[config.mk]
export PLATFORM = sky130hd
export DESIGN_NAME = systolic_seq_ctrl
export DESIGN_NICKNAME = d
export VERILOG_FILES = /design/src/rtl/systolic_pkg.sv /design/src/rtl/systolic_cnt.sv /design/src/rtl/systolic_seq_ctrl.sv
export SDC_FILE = /design/constraint.sdc
export NUM_CORES = 1
export LEC_CHECK = 0
export CORE_MARGIN = 4
export CORE_UTILIZATION = 44
export CTS_CLUSTER_DIAMETER = 120
export DETAILED_ROUTE_END_ITERATION = 8
export PLACE_DENSITY = 0.78
export SYNTH_ARGS = -nofsm -noshare
export SYNTH_HDL_FRONTEND = slang
export SYNTH_SLANG_ARGS = --single-unit
export TNS_END_PERCENT = 10
[constraint.sdc]
create_clock -name clk -period 2.12 [get_ports clk]
set_clock_uncertainty 0.15 [all_clocks]
set_input_delay 0.424 -clock clk [delete_from_list [all_inputs] [get_ports clk]]
set_output_delay 0.424 -clock clk [all_outputs]
set_load 0.005 [all_outputs]
[src/rtl/systolic_pkg.sv]
// Shared types, width helpers and default geometry for the systolic array sequencer.
package systolic_pkg;

    typedef enum logic [2:0] {
        ST_IDLE,
        ST_LOAD,
        ST_WAIT,
        ST_ROLL,
        ST_DONE
    } state_t;

    localparam int DEF_ARRAY_SIZE    = 8;
    localparam int DEF_K_ACCUM_DEPTH = 8;

    function automatic int clog2(input int value);
        int result;
        int rem;
        result = 0;
        rem    = value - 1;
        while (rem > 0) begin
            result = result + 1;
            rem    = rem >> 1;
        end
        return result;
    endfunction

    function automatic int max1(input int value);
        return (value < 1) ? 1 : value;
    endfunction

endpackage

[src/rtl/systolic_cnt.sv]
// Up-counter with synchronous clear, enable and either wrap-to-zero or saturate at MAX_VAL.
module systolic_cnt
    import systolic_pkg::*;
#(
    parameter int WIDTH   = 4,
    parameter int MAX_VAL = 15,
    parameter bit WRAP    = 1'b1
) (
    input  logic             clk,
    input  logic             srstn,
    input  logic             en,
    input  logic             clr,
    output logic [WIDTH-1:0] count,
    output logic             term
);

    localparam logic [WIDTH-1:0] LAST = WIDTH'(MAX_VAL);

    assign term = (count == LAST);

    // Clear wins over enable so the owner can restart a run on the same edge it would count.
    always_ff @(posedge clk) begin
        if (!srstn) begin
            count <= '0;
        end else if (clr) begin
            count <= '0;
        end else if (en) begin
            if (term) begin
                count <= WRAP ? '0 : count;
            end else begin
                count <= count + 1'b1;
            end
        end
    end

endmodule

[src/rtl/systolic_seq_ctrl.sv]
// Run sequencer for the systolic array: address walk, ALU enable, fill/write counters and done pulse.
module systolic_seq_ctrl
    import systolic_pkg::*;
#(
    parameter int  ARRAY_SIZE    = DEF_ARRAY_SIZE,
    parameter int  K_ACCUM_DEPTH = DEF_K_ACCUM_DEPTH,
    parameter int  MAX_SETS      = 4,
    parameter int  ADDR_DEPTH    = 128,
    localparam int SET_W  = clog2(MAX_SETS + 1),
    localparam int ADDR_W = clog2(ADDR_DEPTH),
    localparam int CYC_W  = clog2(ARRAY_SIZE + 2 + K_ACCUM_DEPTH * MAX_SETS),
    localparam int IDX_W  = max1(clog2(K_ACCUM_DEPTH)),
    localparam int DS_W   = max1(clog2(MAX_SETS))
) (
    input  logic              clk,
    input  logic              srstn,
    input  logic              tpu_start,
    input  logic [SET_W-1:0]  cfg_num_sets,
    input  logic              stall,
    input  logic              abort,
    output logic [ADDR_W-1:0] addr_serial_num,
    output logic              alu_start,
    output logic [CYC_W-1:0]  cycle_num,
    output logic [IDX_W-1:0]  matrix_index,
    output logic [DS_W-1:0]   data_set,
    output logic              sram_write_enable,
    output logic              busy,
    output logic              tpu_done
);

    localparam logic [CYC_W-1:0] WRITE_START = CYC_W'(ARRAY_SIZE + 1);
    localparam logic [SET_W-1:0] SETS_CAP    = SET_W'(MAX_SETS);

    state_t           state;
    logic [SET_W-1:0] nsets;
    logic [SET_W-1:0] nsets_clamped;
    logic             accept;
    logic             kill;
    logic             roll_go;
    logic             write_go;
    logic             last_write;
    logic             cnt_clr;
    logic             addr_en;
    logic             idx_term;
    logic             cyc_term;
    logic             ds_term;
    logic             addr_term;
    logic             unused_terms;

    assign nsets_clamped = (cfg_num_sets > SETS_CAP) ? SETS_CAP : cfg_num_sets;
    assign accept        = (state == ST_IDLE) && tpu_start;
    assign kill          = abort && (state != ST_IDLE);

    // Strobes are combinational so a stall or abort silences them in the very cycle it arrives.
    assign roll_go    = (state == ST_ROLL) && !stall && !abort;
    assign write_go   = roll_go && (cycle_num >= WRITE_START);
    assign last_write = write_go && idx_term && ((SET_W'(data_set) + SET_W'(1)) == nsets);

    assign alu_start         = roll_go;
    assign sram_write_enable = write_go;
    assign busy              = (state != ST_IDLE);

    assign cnt_clr = kill || last_write || (state == ST_DONE);
    assign addr_en = !abort && ((state == ST_LOAD) || (state == ST_WAIT) || roll_go);

    assign unused_terms = &{1'b0, cyc_term, ds_term, addr_term};

    always_ff @(posedge clk) begin
        if (!srstn) begin
            state    <= ST_IDLE;
            nsets    <= '0;
            tpu_done <= 1'b0;
        end else begin
            tpu_done <= 1'b0;
            if (kill) begin
                state <= ST_IDLE;
            end else begin
                case (state)
                    ST_IDLE: begin
                        if (tpu_start) begin
                            nsets <= nsets_clamped;
                            if (nsets_clamped == '0) begin
                                state    <= ST_DONE;
                                tpu_done <= 1'b1;
                            end else begin
                                state <= ST_LOAD;
                            end
                        end
                    end
                    ST_LOAD: state <= ST_WAIT;
                    ST_WAIT: state <= ST_ROLL;
                    ST_ROLL: begin
                        if (last_write) begin
                            state    <= ST_DONE;
                            tpu_done <= 1'b1;
                        end
                    end
                    ST_DONE: state <= ST_IDLE;
                    default: state <= ST_IDLE;
                endcase
            end
        end
    end

    systolic_cnt #(
        .WIDTH  (CYC_W),
        .MAX_VAL((1 << CYC_W) - 1),
        .WRAP   (1'b0)
    ) u_cycle_cnt (
        .clk  (clk),
        .srstn(srstn),
        .en   (roll_go),
        .clr  (cnt_clr),
        .count(cycle_num),
        .term (cyc_term)
    );

    systolic_cnt #(
        .WIDTH  (IDX_W),
        .MAX_VAL(K_ACCUM_DEPTH - 1),
        .WRAP   (1'b1)
    ) u_index_cnt (
        .clk  (clk),
        .srstn(srstn),
        .en   (write_go),
        .clr  (cnt_clr),
        .count(matrix_index),
        .term (idx_term)
    );

    systolic_cnt #(
        .WIDTH  (DS_W),
        .MAX_VAL(MAX_SETS - 1),
        .WRAP   (1'b1)
    ) u_set_cnt (
        .clk  (clk),
        .srstn(srstn),
        .en   (write_go && idx_term),
        .clr  (cnt_clr),
        .count(data_set),
        .term (ds_term)
    );

    // Address is only cleared by a new start or an abort; it keeps its last value through DONE.
    systolic_cnt #(
        .WIDTH  (ADDR_W),
        .MAX_VAL(ADDR_DEPTH - 1),
        .WRAP   (1'b0)
    ) u_addr_cnt (
        .clk  (clk),
        .srstn(srstn),
        .en   (addr_en),
        .clr  (kill || accept),
        .count(addr_serial_num),
        .term (addr_term)
    );

endmodule

After elaboration in Yosys (flattened, before gate mapping). Index checks and enable logic that the tools add are counted.

$add $sub $neg: 5. Magnitude comparators: 2. Equal/unequal tests: 11. Multiplexer cells: 11. Bitwise operators: 4. Reductions and logical operators: 25.

Operators with widths (number): $mux W3 (5); $pmux W3 S4 (1); $logic_and A1 B1 Y1 (8); $add A7 B1 Y7 const B (1); $eq A7 B7 Y1 const B (1); $add A6 B1 Y6 const B (1); $eq A3 B2 Y1 const B (2); $eq A3 B3 Y1 const B (2); $eq A6 B6 Y1 const B (1); $ge A6 B4 Y1 const B (1); $logic_not A3 Y1 (2); $reduce_and A2 Y1 (3); $reduce_or A2 Y1 (3); $logic_or A1 B1 Y1 (5); $ne A2 B2 Y1 const B (2); $not A1 Y1 (4); $add A2 B1 Y3 const B (1); $add A3 B1 Y3 const B (1); $eq A3 B1 Y1 const B (1); $eq A3 B3 Y1 (1); $gt A3 B3 Y1 const B (1); $mux W1 (3); $reduce_and A3 Y1 (1); $reduce_bool A3 Y1 (1); 5 further kinds (6).

Register bits: 25. Output and inout port bits: 22.

Longest topological paths before layout.
Depth in word-level cells: 9. Mapped depth: 7. Gate-level depth less buffers: 6.

By module. Synthesis repeated with hierarchy kept, for this count alone.

Cells, all modules: 142. Area, all modules: 1337.5 µm².

Modules (own cells, without submodules): systolic_seq_ctrl (times used 1, cells an instance 50, area each 451.7 µm², sequential area each 140.1 µm²); systolic_cnt at u_addr_cnt (times used 1, cells an instance 37, area each 345.3 µm², sequential area each 140.1 µm²); systolic_cnt at u_cycle_cnt (times used 1, cells an instance 33, area each 301.5 µm², sequential area each 120.1 µm²); systolic_cnt at u_index_cnt (times used 1, cells an instance 13, area each 142.6 µm², sequential area each 60.1 µm²); systolic_cnt at u_set_cnt (times used 1, cells an instance 9, area each 96.3 µm², sequential area each 40.0 µm²).

Worst setup path before layout. Ideal clock, no wire load.

Path kind: reg2reg. Start: reg u_cycle_cnt.count[1]. End: reg state[0]. Library setup time: 114 ps. Arrival time: 1870 ps. Setup slack: -15 ps. Cell stages (with the launch flop): 7. Path buffers: 0. Period minus slack after synthesis: 2135 ps. Path through: dfxtp_1 -> inv_1 -> ha_1 -> or3b_2 -> a211oi_4 -> nor3_1 -> a2111oi_0.

Cells in the longest elaborated chain, start to end: 6.

Ends and longest elaborated chain: start: declaration (line systolic_cnt.sv:13) `output logic [WIDTH-1:0] count,`; start signal: assignment (line systolic_cnt.sv:29) `count <= WRAP ? '0 : count;`; start signal: assignment (line systolic_cnt.sv:31) `count <= count + 1'b1;`; $ge A6 B4 Y1 (line systolic_seq_ctrl.sv:56) `assign write_go = roll_go && (cycle_num >= WRITE_START);`; $logic_and A1 B1 Y1 (line systolic_seq_ctrl.sv:56); $logic_and A1 B1 Y1 (2 in series) (line systolic_seq_ctrl.sv:57) `assign last_write = write_go && idx_term && ((SET_W'(data_set) + SET_W'(1)) == nsets);`; $ne A2 B2 Y1 (no source line); $reduce_and A2 Y1 (no source line); end signal: assignment (line systolic_seq_ctrl.sv:70) `state <= ST_IDLE;`; end signal: assignment (line systolic_seq_ctrl.sv:76) `state <= ST_IDLE;`; end signal: assignment (line systolic_seq_ctrl.sv:83) `state <= ST_DONE;`; end: declaration (line systolic_seq_ctrl.sv:34) `state_t state;`.

No other way between the ends. A chain may end at the register's enable or synchronous reset.

Final worst setup path.
Start: reg u_cycle_cnt.count[0]. End: out sram_write_enable.

Cells in the longest elaborated chain, start to end: 2.

Ends and longest elaborated chain: $ge A6 B4 Y1 (line systolic_seq_ctrl.sv:56); $logic_and A1 B1 Y1 (line systolic_seq_ctrl.sv:56); end: declaration (line systolic_seq_ctrl.sv:26) `output logic sram_write_enable,`.

No other way between the ends.

==> metrics.yaml <==
worst_setup_path:
  slowest_stage: "dfxtp_4"
  worstPathMaxFanout: 3
  critPathCaptureType: "output port"
  critPathCapture: "sram_write_enable"
  required_ns: 1.55
  cp_top_family: "simple AND/OR/NAND/NOR gates"
  slowest_delay_ns: 0.40
  worstReg2RegStart: "u_cycle_cnt.count[0]"
  rr_endpoint: "u_index_cnt.count[0]"
  cp.arrival_ns: 1.74
  worstSetupStartpointType: "flip-flop"
  crit_start: "u_cycle_cnt.count[0]"
  rr_worst_depth: 9
  ff2ff_setup_slack_ns: 0.02
  worst-setup-path-type: "flip-flop to output port"
  worstPathBufferInverterCount: 2
  cp_cell_sequence: "inv_4, ha_4, or3b_4, a211oi_4, nor2_2, buf_2"
  path_depth: 6
drt:
  drc: 0
  drtAntennaViolNets: 0
  routed_wl_um: 3750
  routedWlPerCell_um: 15.76
  drt_iter0_markers: 67
  viasPerCell: 5.983
  drt_first_pass_iters: 4
  vias: 1424
clock_network:
  clockBufferDepth: 2
  cts_root_buf: "clkbuf_4"
  clkTransAtPathRegs_ns: 0.15
  clock_latency_ns: 0.32
  cts_buffers: 3
  ctsHoldBuffers: 0
  cts_tree: "built"
  cts.sink_count: 25
  h-tree-depth: 1
pwr:
  p_seq_frac: 0.560
  power.share.clock: 0.246
  ir_worst_vdd_mv: 0.2855
  leakage_nw: 0.7359
  p_per_area_nw_per_um2: 452.5
  netSwitchingFraction: 0.2851
  p_int_uw: 639.6
  power.switching_uw: 255.0
  comb_power_share: 0.195
global_route:
  grt_pass1_vias: 1370
  grt-ovfl-total: 0
  grt_usage: 0.1896
  grt_pass1_wl_um: 6251
  antenna_found_initial: 0
  grt_start_max_net_pins: 15
sta:
  tightestPinTransition_ns: 0.5565
  hold_viol: 0
  setup-violations-final: 1
  max_freq_ghz: 0.4319
  slew_violations: 0
  period_share: 1.092
  maxSlewHeadroom: 0.6251
  period_needed_ns: 2.315
  rsz0062_at_grt: "yes"
  worst_slack_ns: -0.1954
placed_design:
  gp_congestion: 0.8924
  hpwl_um: 2516
  place_ws_ns: -0.5847
  io_buffer_count: 29
layout:
  fin_nets: 223
  drive_above_1_share: 0.2995
  antenna_cells: 0
  syn2layout_area_growth_pct: 47.39
  post-route-util: 0.6988
  num-fill-cells: 224
yosys:
  synth-edff-count: 0
  synth_cell_type_count: 40
  yosys_most_used_dff: "dfxtp_1"
  ys_seq_area_frac: 0.3731
  syn_area_per_cell_um2: 8.653
  ys_seq_elements: 25
  syn-num-nets: 170
  syn_area_um2: 1341
  synth-async-reset-ratio: 0
  yosysWarnings: 0
  synth_cells: 155
hold_path:
  hold_path.class: "flip-flop to flip-flop"
  worstHoldPathCells: 2
floorplanning:
  rows: 19
  fp.dieH_um: 63.21
  ios: 30
  dieArea_um2: 3996
  die_width_um: 63.21
  core_um2: 2829
  start_util: 0.4741
status:
  violations: "negative setup slack"
  status: "finished, violations left"
run:
  cap_viol_max_count: 0
-- sequential cells by signal (all words and copies together) (netlist names) --
register / count
u_addr_cnt.count: 7
u_cycle_cnt.count: 6
nsets: 3
state: 3
u_index_cnt.count: 3
u_set_cnt.count: 2
tpu_done: 1
-- metrics by stage --
stage	TNS (ns)	instances	instance area, µm²	power, mW	hold WS, ns
final	-0.1954	238	1977	0.8946	0.3520
after global routing	-1.009	238	1977	0.9415	0.3642
after CTS	-0.2636	236	1864	0.8723	0.3462
after detailed placement	-9.649	224	1752	0.6459	0.3199
after global placement	-8.079	224	1752	0.6391	0.3181
after floorplan	0	155	1341	0.5822	0.2988
-- final cells by class --
class | count | area (µm²) | share of cell area
clock buffers | 3 | 22.52 | 0.01139
repair buffers | 54 | 480.5 | 0.2430
flip-flops and latches | 25 | 509.2 | 0.2576
clock inverters | 1 | 5.005 | 0.002532
inverters | 9 | 38.79 | 0.01962
well taps | 31 | 38.79 | 0.01962
multi-input cells | 115 | 882.1 | 0.4462
-- worst reg2reg max path, cell delays in order, from the launching register on --
cell      delay, ns
dfxtp_4        0.40
inv_4          0.06
ha_4           0.10
or3b_4         0.39
a211oi_4       0.28
buf_4          0.16
buf_6          0.11
o311ai_4       0.11
buf_6          0.17
a21oi_2        0.11
-- layer usage --
metal | track usage | vias to the layer above | wire, µm
li1 | - | 697 | -
met1 | 0.2329 | 685 | 1603
met2 | 0.3373 | 36 | 1941
met3 | 0.02842 | 6 | 149
met4 | 0.06199 | 0 | 55
met5 | 0 | - | 0
-- Yosys cell counts (3+ instances only) --
cell      count  share of area
ha_1          7          0.065
nor3_1        3          0.011
and3_1        3          0.014
nor2_1        7          0.020
inv_1         9          0.025
clkbuf_1      4          0.011
nor2b_1       3          0.014
a21oi_1      19          0.071
o21ai_0      10          0.037
nand3_1       9          0.034
dfxtp_1      25           0.37
nand4_1       3          0.014
or4_1         7          0.039
or3_2         3          0.017
o31ai_1       6          0.034
nand2_1       6          0.017
-- cell families after synthesis --
kind of cell,synth area share
compound gates,0.2379
xor+xnor,0.01959
fa+ha+maj,0.06530
buf+inv,0.04850
flops,0.3731
simple gates,0.2556
-- layout by cell type, fill, tap and decap left out, types with 4 or more instances in the layout --
cell and count:
clkdlybuf4s50_1 24, o21ai_0 10, dfxtp_2 4, nor2_1 6, ha_1 5, nand3_1 8
a21oi_1 15, o31ai_1 6, inv_1 6, nand2_1 6, buf_4 22, a21oi_2 4
or4_1 7, dfxtp_1 20
-- worst min-delay path by stage --
stage	slack (ns)	from	end
2_1_floorplan	0.30	nsets[2]	nsets[2]
3_3_place_gp	0.32	nsets[2]	nsets[2]
3_5_place_dp	0.32	nsets[2]	nsets[2]
4_1_cts	0.35	nsets[2]	nsets[2]
5_1_grt	0.36	nsets[2]	nsets[2]
6_report	0.35	nsets[2]	nsets[2]
-- repair_timing --
item / 4_1_cts / 5_1_grt
hold endpoints to repair: 0 / 0
resized for setup: 21 / 22
buffers inserted: 8 / 3
gates cloned: 0 / 0
endpoints found under the setup margin: 20 / 22
pin swaps: 4 / 6
-- power by group through the flow --
stage	registers, mW	logic, mW	clock network (mW)
after floorplan	0.502	0.0801	0
after global placement	0.506	0.134	0
after detailed placement	0.507	0.139	0
after CTS	0.498	0.147	0.227
after global routing	0.503	0.188	0.251
final	0.501	0.174	0.220
Note: power is estimated with default switching activity, not from simulation.
